File: config.mk
export PLATFORM = sky130hd
export DESIGN_NAME = alu_exec_unit
export DESIGN_NICKNAME = d
export VERILOG_FILES = /design/src/rtl/alu_exec_unit.sv
export SDC_FILE = /design/constraint.sdc
export NUM_CORES = 1
export LEC_CHECK = 0
export ABC_AREA = 1
export CORE_ASPECT_RATIO = 1.75
export CORE_UTILIZATION = 35
export CTS_CLUSTER_SIZE = 20
export DETAILED_ROUTE_END_ITERATION = 7
export GPL_TIMING_DRIVEN = 1
export SETUP_SLACK_MARGIN = 0.4
export SLEW_MARGIN = 0
export SYNTH_ARGS = -nofsm -noshare
export SYNTH_HDL_FRONTEND = slang
export SYNTH_SLANG_ARGS = --single-unit
File: constraint.sdc
create_clock -name clk -period 4.03 [get_ports clk]
set_input_delay 0.403 -clock clk [delete_from_list [all_inputs] [get_ports clk]]
set_output_delay 0.403 -clock clk [all_outputs]
set_load 0.03 [all_outputs]
File: src/rtl/alu_exec_unit.sv
// alu_exec_unit: execute-stage ALU.
// Logical, arithmetic and compare ops finish in one cycle; shifts run
// bit-serially, one bit per cycle. Ready/valid on both sides lets the
// pipeline stall around the multi-cycle shifts.
//
// state | meaning
// IDLE  | no result held, ready for a request
// SHIFT | bit-serial shift in progress, request side stalled
// DONE  | result/zero presented with out_valid, waiting for out_ready
module alu_exec_unit #(
    parameter int WIDTH = 32,
    parameter int SHW   = $clog2(WIDTH)
) (
    input  logic             clk,
    input  logic             rst_n,
    input  logic             flush,
    input  logic             in_valid,
    output logic             in_ready,
    input  logic [3:0]       op,
    input  logic [WIDTH-1:0] a,
    input  logic [WIDTH-1:0] b,
    output logic             out_valid,
    input  logic             out_ready,
    output logic [WIDTH-1:0] result,
    output logic             zero
);

    localparam logic [3:0] OP_AND = 4'b0000;
    localparam logic [3:0] OP_OR  = 4'b0001;
    localparam logic [3:0] OP_ADD = 4'b0010;
    localparam logic [3:0] OP_SLL = 4'b0011;
    localparam logic [3:0] OP_XOR = 4'b0100;
    localparam logic [3:0] OP_SRL = 4'b0101;
    localparam logic [3:0] OP_SUB = 4'b0110;
    localparam logic [3:0] OP_BNE = 4'b1001;
    localparam logic [3:0] OP_SRA = 4'b1010;
    localparam logic [3:0] OP_SLT = 4'b1100;
    localparam logic [3:0] OP_BGE = 4'b1101;

    typedef enum logic [1:0] {
        IDLE  = 2'd0,
        SHIFT = 2'd1,
        DONE  = 2'd2
    } state_t;

    state_t           state;
    state_t           state_nxt;
    logic [WIDTH-1:0] sh_reg;
    logic [WIDTH-1:0] sh_next;
    logic [SHW-1:0]   cnt;
    logic [3:0]       sh_op;
    logic [WIDTH-1:0] alu_res;
    logic [SHW-1:0]   amt;
    logic             is_shift;
    logic             start_shift;
    logic             last_shift;
    logic             accept;

    assign amt         = b[SHW-1:0];
    assign is_shift    = (op == OP_SLL) || (op == OP_SRL) || (op == OP_SRA);
    // A zero-amount shift is just a pass-through of a, handled as a one-cycle op.
    assign start_shift = is_shift && (amt != '0);
    assign last_shift  = (cnt == SHW'(1));
    assign accept      = in_valid && in_ready;

    // Single-cycle result for every non-shift op (and zero-amount shifts).
    always_comb begin
        alu_res = '0;
        case (op)
            OP_AND: alu_res = a & b;
            OP_OR:  alu_res = a | b;
            OP_ADD: alu_res = a + b;
            OP_XOR: alu_res = a ^ b;
            OP_SUB: alu_res = a - b;
            OP_BNE: alu_res = {{(WIDTH-1){1'b0}}, (a != b)};
            OP_SLT: alu_res = {{(WIDTH-1){1'b0}}, ($signed(a) < $signed(b))};
            OP_BGE: alu_res = {{(WIDTH-1){1'b0}}, ($signed(a) >= $signed(b))};
            OP_SLL, OP_SRL, OP_SRA: alu_res = a;
            default: alu_res = '0;
        endcase
    end

    // One-bit shift step for the serial shifter.
    always_comb begin
        sh_next = sh_reg;
        case (sh_op)
            OP_SLL:  sh_next = {sh_reg[WIDTH-2:0], 1'b0};
            OP_SRL:  sh_next = {1'b0, sh_reg[WIDTH-1:1]};
            OP_SRA:  sh_next = {sh_reg[WIDTH-1], sh_reg[WIDTH-1:1]};
            default: sh_next = sh_reg;
        endcase
    end

    // State register.
    always_ff @(posedge clk or negedge rst_n) begin
        if (!rst_n) begin
            state <= IDLE;
        end else begin
            state <= state_nxt;
        end
    end

    // Next-state logic; flush overrides both accept and shift completion.
    always_comb begin
        state_nxt = state;
        if (flush) begin
            state_nxt = IDLE;
        end else begin
            case (state)
                IDLE: begin
                    if (accept) state_nxt = start_shift ? SHIFT : DONE;
                end
                SHIFT: begin
                    if (last_shift) state_nxt = DONE;
                end
                DONE: begin
                    if (out_ready) begin
                        if (accept) state_nxt = start_shift ? SHIFT : DONE;
                        else        state_nxt = IDLE;
                    end
                end
                default: state_nxt = IDLE;
            endcase
        end
    end

    // Handshake outputs; out_ready -> in_ready is the only comb input path.
    always_comb begin
        in_ready  = (state == IDLE) || ((state == DONE) && out_ready);
        out_valid = (state == DONE);
    end

    // Datapath: operand capture, serial shift, and result/zero registers.
    always_ff @(posedge clk or negedge rst_n) begin
        if (!rst_n) begin
            sh_reg <= '0;
            cnt    <= '0;
            sh_op  <= '0;
            result <= '0;
            zero   <= 1'b0;
        end else if (!flush) begin
            if (accept) begin
                if (start_shift) begin
                    sh_reg <= a;
                    cnt    <= amt;
                    sh_op  <= op;
                end else begin
                    result <= alu_res;
                    zero   <= (alu_res == '0);
                end
            end else if (state == SHIFT) begin
                sh_reg <= sh_next;
                cnt    <= cnt - SHW'(1);
                if (last_shift) begin
                    result <= sh_next;
                    zero   <= (sh_next == '0);
                end
            end
        end
    end

endmodule

==> results of run 1 <==
critical path, stage by stage:
cell	delay [ps]
clkdlybuf4s50_1	640
inv_1	80
ha_2	480
nand2_1	120
nor2_1	250
inv_1	90
nor2_1	130
nand3_1	220
nand3_1	160
nand2_1	60
nand3_1	100
nand2_1	130
nor2_1	140
nand2_1	60
nor2_1	160
nand2_1	80
nor2_1	120
nand2_1	80
a21oi_1	120
where the power goes:
part | internal, µW | total [µW] | switching (µW)
clock network | 561 | 896 | 334
registers | 1090 | 1330 | 240
logic | 1010 | 2880 | 1870
total | 2660 | 5110 | 2440
through the flow:
| stage | instance area [µm²] | util | hold WS, ps | power (µW) |
|---|---|---|---|---|
| floorplan | 10700 | - | 107 | 3050 |
| global placement | 12300 | 0.412 | 466 | 4180 |
| detailed placement | 12300 | 0.412 | 469 | 4190 |
| CTS | 12700 | 0.423 | 240 | 5090 |
| global route | 12700 | 0.424 | 268 | 5420 |
| finish | 12700 | 0.424 | 179 | 5110 |
cell families (layout without fill, tap and decap cells):
| logic type | count (synthesis) | count (layout) | share of synthesized area |
|---|---|---|---|
| and+or+nand+nor | 895 | 895 | 0.344 |
| adders and majority gates | 103 | 103 | 0.122 |
| DFF | 76 | 76 | 0.179 |
| buffers and inverters | 383 | 496 | 0.143 |
| xor gates and xnor gates | 4 | 4 | 0.00329 |
| AOI/OAI and AO/OA | 375 | 375 | 0.209 |
synth_stat cells (all sizes together) (5+ instances only):
library cell / number
ha: 101
a22oi: 46
clkbuf: 24
o21bai: 15
nand3: 128
dfrtp: 76
nand4: 12
o211ai: 5
a31oi: 30
nor3: 18
buf: 48
inv: 308
nor4: 7
a221oi: 14
nand2: 493
o21a: 5
o21ai: 96
o221ai: 8
a21oi: 127
nor2: 229
o22ai: 21
routing by layer:
metal	GRT usage	up-vias	part of all wire
met1	0.348	5944	0.37
met2	0.586	538	0.51
met4	0.202	0	0.064
met5	0	-	0
li1	-	6156	-
met3	0.0248	135	0.052
worst min-delay path by stage:
stage	from	to	slack (ps)	cells past startpoint
2_1_floorplan	rst_n	cnt[0]	110	0
3_3_place_gp	result[14]	result[14]	470	2
6_report	rst_n	result[4]	180	1
3_5_place_dp	result[14]	result[14]	470	2
4_1_cts	rst_n	cnt[4]	240	1
5_1_grt	rst_n	cnt[4]	270	1
cell type report:
cell class	instances	share of cell area
flip-flops and latches	76	0.150
well taps	387	0.0382
clock inverters	5	0.00661
inverters	311	0.0920
repair buffers	169	0.123
clock buffers	11	0.0191
multi-input cells	1377	0.571
timing repair:
| item | 4_1_cts | 5_1_grt |
|---|---|---|
| setup endpoints to repair | 1 | 2 |
| gates resized for setup | 1 | 7 |
| setup buffers | 0 | 0 |
| cloned | 0 | 0 |
==> impl_metrics.tcl, run 1 <==
set metrics [dict create \
    syn_nets 2012 \
    crit_start "a[10]" \
    fin_skew_ps 6.54 \
    rows 84 \
    place_inst 2320 \
    setup_ws_ps 671 \
    period_share 0.834 \
    regToRegEndpoint "zero" \
    finalSetupTns_ps 0 \
    finalHoldViolations 0 \
    regToRegSetupSlack_ps 1270 \
    fin_nets 2120 \
    layout.cells.non_filler 2336 \
    grt_pass1_wl_mm 73.7 \
    place_congestion 1.04 \
    r2r-start "sh_op[1]" \
    hold_buffers 0 \
    cts_tree "yes" \
    avgSynthCellArea_um2 5.80 \
    cts_max_level 3 \
    postRouteAntennaNets 0 \
    slew_headroom 0.253 \
    syn-cell-area_um2 10700 \
    diodes 0 \
    start_util 0.356 \
    multi_input_area_um2 7250 \
    num_io_pins 108 \
    cp.required_ps 4310 \
    insertion_delay_ps 350 \
    numPortBuffers 107 \
    final_max_slew_viol_count 0 \
    antenna_found_initial 0 \
    vias 12800 \
    grt_max_degree 77 \
    syn_inst 1836 \
    arrival_ps 3640 \
    pwr_density_cell_nw_per_um2 402 \
    peakVddDrop_v 0.000354 \
    post-route-drc-count 0 \
    area_growth_pct 19.1 \
    vias_per_cell 5.47 \
    synthArstFlopShare 1.00 \
    seqCellArea_um2 1900 \
    synthFlopType "dfrtp_1" \
    drv_cap 0 \
    finalSetupViolCount 0 \
    mostFrequentLayoutCell "nand2_1" \
    fmax_mhz 298 \
    ys_seq_area_frac 0.179 \
    ys_top_cells_by_area "dfrtp_1, nand2_1, ha_1, inv_1, nor2_1" \
    crit_path_start_kind "primary input" \
    drtIter0Drc 913 \
    rsz0062_at_grt "false" \
    firstDrtPassIters 5 \
    wl_per_cell_um 21.0 \
    n_fill_cell 3369 \
    drive_gt1_frac 0.0693 \
    worstHoldPathType "in -> async" \
    core_um2 30000 \
    rr_worst_depth 16 \
    die_y_um 233 \
    cp-end-kind "register" \
    clock-root-buffer "clkbuf_16" \
    path_max_fanout 10 \
    dp_slack_ps 3.47 \
    status "finished, final reports clean" \
    numClockSinks 76 \
    worst-slew-pin-transition_ps 1120 \
    hpwl_mm 41.1 \
    critical_path_class "in -> reg" \
    crit_path_end "zero" \
    grt_remaining_overflow 0 \
    grtUsageTotal 0.318 \
    grt_pass1_vias 12700 \
    finalWirelength_mm 49.0 \
    period_minus_slack_ps 3360 \
    synth_edf_count 0 \
    clkTransAtPathRegs_ps 60 \
    die_w_um 134 \
    synth_top_area_share 0.179 \
    fp.dieArea_um2 31200 \
    cts_buffers 9 \
    clock_path_buffers 2 \
    power.leakage_uw 0.00653 \
    synth_warnings 0 \
    ys_types 46 \
    synth-seq-cells 76 \
    mostFrequentLayoutCells "nand2_1, inv_1, nor2_1, nand3_1, a21oi_1" \
    synth_top_cell_by_area "dfrtp_1" \
]
No activity file was read; power rests on OpenSTA's default activity.
==> inputs of run 2 (changes only) <==
Clock period 4.03 ns to 3.27 ns, I/O delays scaled along.
==> run 2 against run 1 <==
  * Critical path depth shrank 4
  * Die area unchanged
  * Critical path type unchanged
  * Clock skew decreased by 0.61 ps
  * Cell count is 8.0% higher
  * Worst hold slack got worse by 84 ps
  * Largest cell class unchanged
  * Non-clock buffer count increased by 186
  * Combinational power rose by 39%
  * Largest power group unchanged
  * Sequential share of layout area decreased by 2.2 points
  * Count of clock-buffer cells in the layout did not move
  * Wire length grew 0.35%
  * Global-route usage is 0.24 points lower
==> impl_metrics.tcl, run 2 (synthesized netlist as in run 1, its figures left out) <==
set metrics [dict create \
    post-route-drc-count 0 \
    grtUsageTotal 0.316 \
    pwr_density_cell_nw_per_um2 444 \
    firstDrtPassIters 6 \
    cts_max_level 3 \
    fp.dieArea_um2 31200 \
    cts_tree "yes" \
    insertion_delay_ps 360 \
    place_inst 2501 \
    final_max_slew_viol_count 0 \
    numClockSinks 76 \
    clkTransAtPathRegs_ps 60 \
    peakVddDrop_v 0.000537 \
    critical_path_class "in -> reg" \
    wl_met3_mm 2.11 \
    num_io_pins 108 \
    layout.cells.non_filler 2522 \
    drive_gt1_frac 0.222 \
    wl_per_cell_um 19.5 \
    numPortBuffers 107 \
    start_util 0.356 \
    fmax_mhz 351 \
    rsz0062_at_grt "true" \
    finalHoldViolations 0 \
    crit_path_start_kind "primary input" \
    finalPower_uw 6600 \
    rows 84 \
    worst-slew-pin-transition_ps 999 \
    finalSetupViolCount 0 \
    cts_buffers 9 \
    r2r-start "sh_op[1]" \
    met2_length_mm 25.0 \
    core_um2 30000 \
    power.leakage_uw 0.00751 \
    mostFrequentLayoutCell "nand2_1" \
    finalWirelength_mm 49.2 \
    fin_nets 2306 \
    fin_skew_ps 5.93 \
    place_congestion 1.03 \
    crit_path_frequent_cell "nor2_1" \
    area_growth_pct 39.4 \
    drtIter0Drc 1002 \
    grt_pass1_wl_mm 73.9 \
    worstHoldPathType "in -> async" \
    diodes 0 \
    hpwl_mm 40.4 \
    path_max_fanout 14 \
    die_w_um 134 \
    path_cells "clkdlybuf4s50_1 > nor2_1 > nand2_2 > buf_4 > buf_4 > o22ai_1 > a211oi_1 > nand2_1 > nor2_1 > nand3_1 > nor2_2 > nand3_1 > nor2_1 > nand2_1 > a21oi_1" \
    clock-root-buffer "clkbuf_16" \
    period_minus_slack_ps 2850 \
    vias_per_cell 5.36 \
    crit_start "op[0]" \
    grt_pass1_vias 13300 \
    slew_headroom 0.334 \
    cp.required_ps 3550 \
    grt_max_degree 77 \
    die_y_um 233 \
    critPathSlowestCell "clkdlybuf4s50_1" \
    grt_remaining_overflow 0 \
    cp-end-kind "register" \
    mostFrequentLayoutCells "nand2_1, inv_1, buf_4, nor2_1, nand3_1" \
    max_stage_delay_ps 670 \
    m1WireLength_mm 18.7 \
    clock_path_buffers 2 \
    period_share 0.872 \
    antenna_found_initial 0 \
    drv_cap 0 \
    status "finished, final reports clean" \
    n_fill_cell 3187 \
    vias 13500 \
    postRouteAntennaNets 0 \
    arrival_ps 3130 \
    top_layer "met4" \
]
## run 2: cell count changes in the layout (fill, tap and decap cells not counted), sizes merged
| cell | previous run | this run |
|---|---|---|
| buf | 63 | 249 |
| clkdlybuf4s50 | 105 | 99 |
| dlygate4sd2 | 0 | 3 |
| dlymetal6s2s | 1 | 4 |
| bufinv | 2 | 0 |
| clkinv | 3 | 4 |
| clkinvlp | 2 | 3 |
## run 2: worst max-delay path, delay by kind of cell
kind            cells  cell delay [ps]
simple gates        9             1080
buf+inv             3             1200
compound gates      3              500
## run 2: through the flow
stage	setup WS [ps]	hold slack (ps)	util	cell area, µm²	setup TNS [ps]
floorplan	1010	31.4	-	10700	0
detailed placement	-261	472	0.458	13700	-770
global route	334	201	0.496	14900	0
global placement	-236	466	0.458	13700	-756
finish	419	94.9	0.496	14900	0
CTS	402	153	0.472	14100	0
## run 2: per-layer routing
layer  GRT usage  vias to the layer above
met5           0                        -
li1            -                     6516
met4       0.205                        0
met1       0.345                     6328
met2       0.577                      512
met3      0.0277                      159
## run 2: power by group
group / switching (µW) / internal, µW / total, µW
clock: 426 / 536 / 962
sequential: 300 / 1340 / 1640
combinational: 2420 / 1570 / 3990
total: 3150 / 3450 / 6600
## run 2: area by class of cell
class / instances / area, µm² / area share
Sequential cell: 76 / 1900 / 0.128
Clock buffer: 11 / 243 / 0.0163
Clock inverter: 5 / 36.3 / 0.00244
Multi-Input combinational cell: 1377 / 8050 / 0.542
Tap cell: 387 / 484 / 0.0326
Timing Repair Buffer: 355 / 2970 / 0.200
Inverter: 311 / 1170 / 0.0788
## run 2: final timing paths
check / endpoint / cells after the start / slack (ps)
setup / recovery: zero / 15 / 420
hold reg to reg: result[14] / 2 / 480
min in group clk: result[14] / 2 / 480
hold / removal: cnt[4] / 1 / 90
setup reg to reg: zero / 15 / 830
max in group asynchronous: sh_reg[27] / 1 / 2490
## run 2: timing repair
item,4_1_cts,5_1_grt
pin swaps,2,26
endpoints found under the setup margin,8,15
gates resized for setup,47,163
setup buffers,1,4
hold buffers,0,0
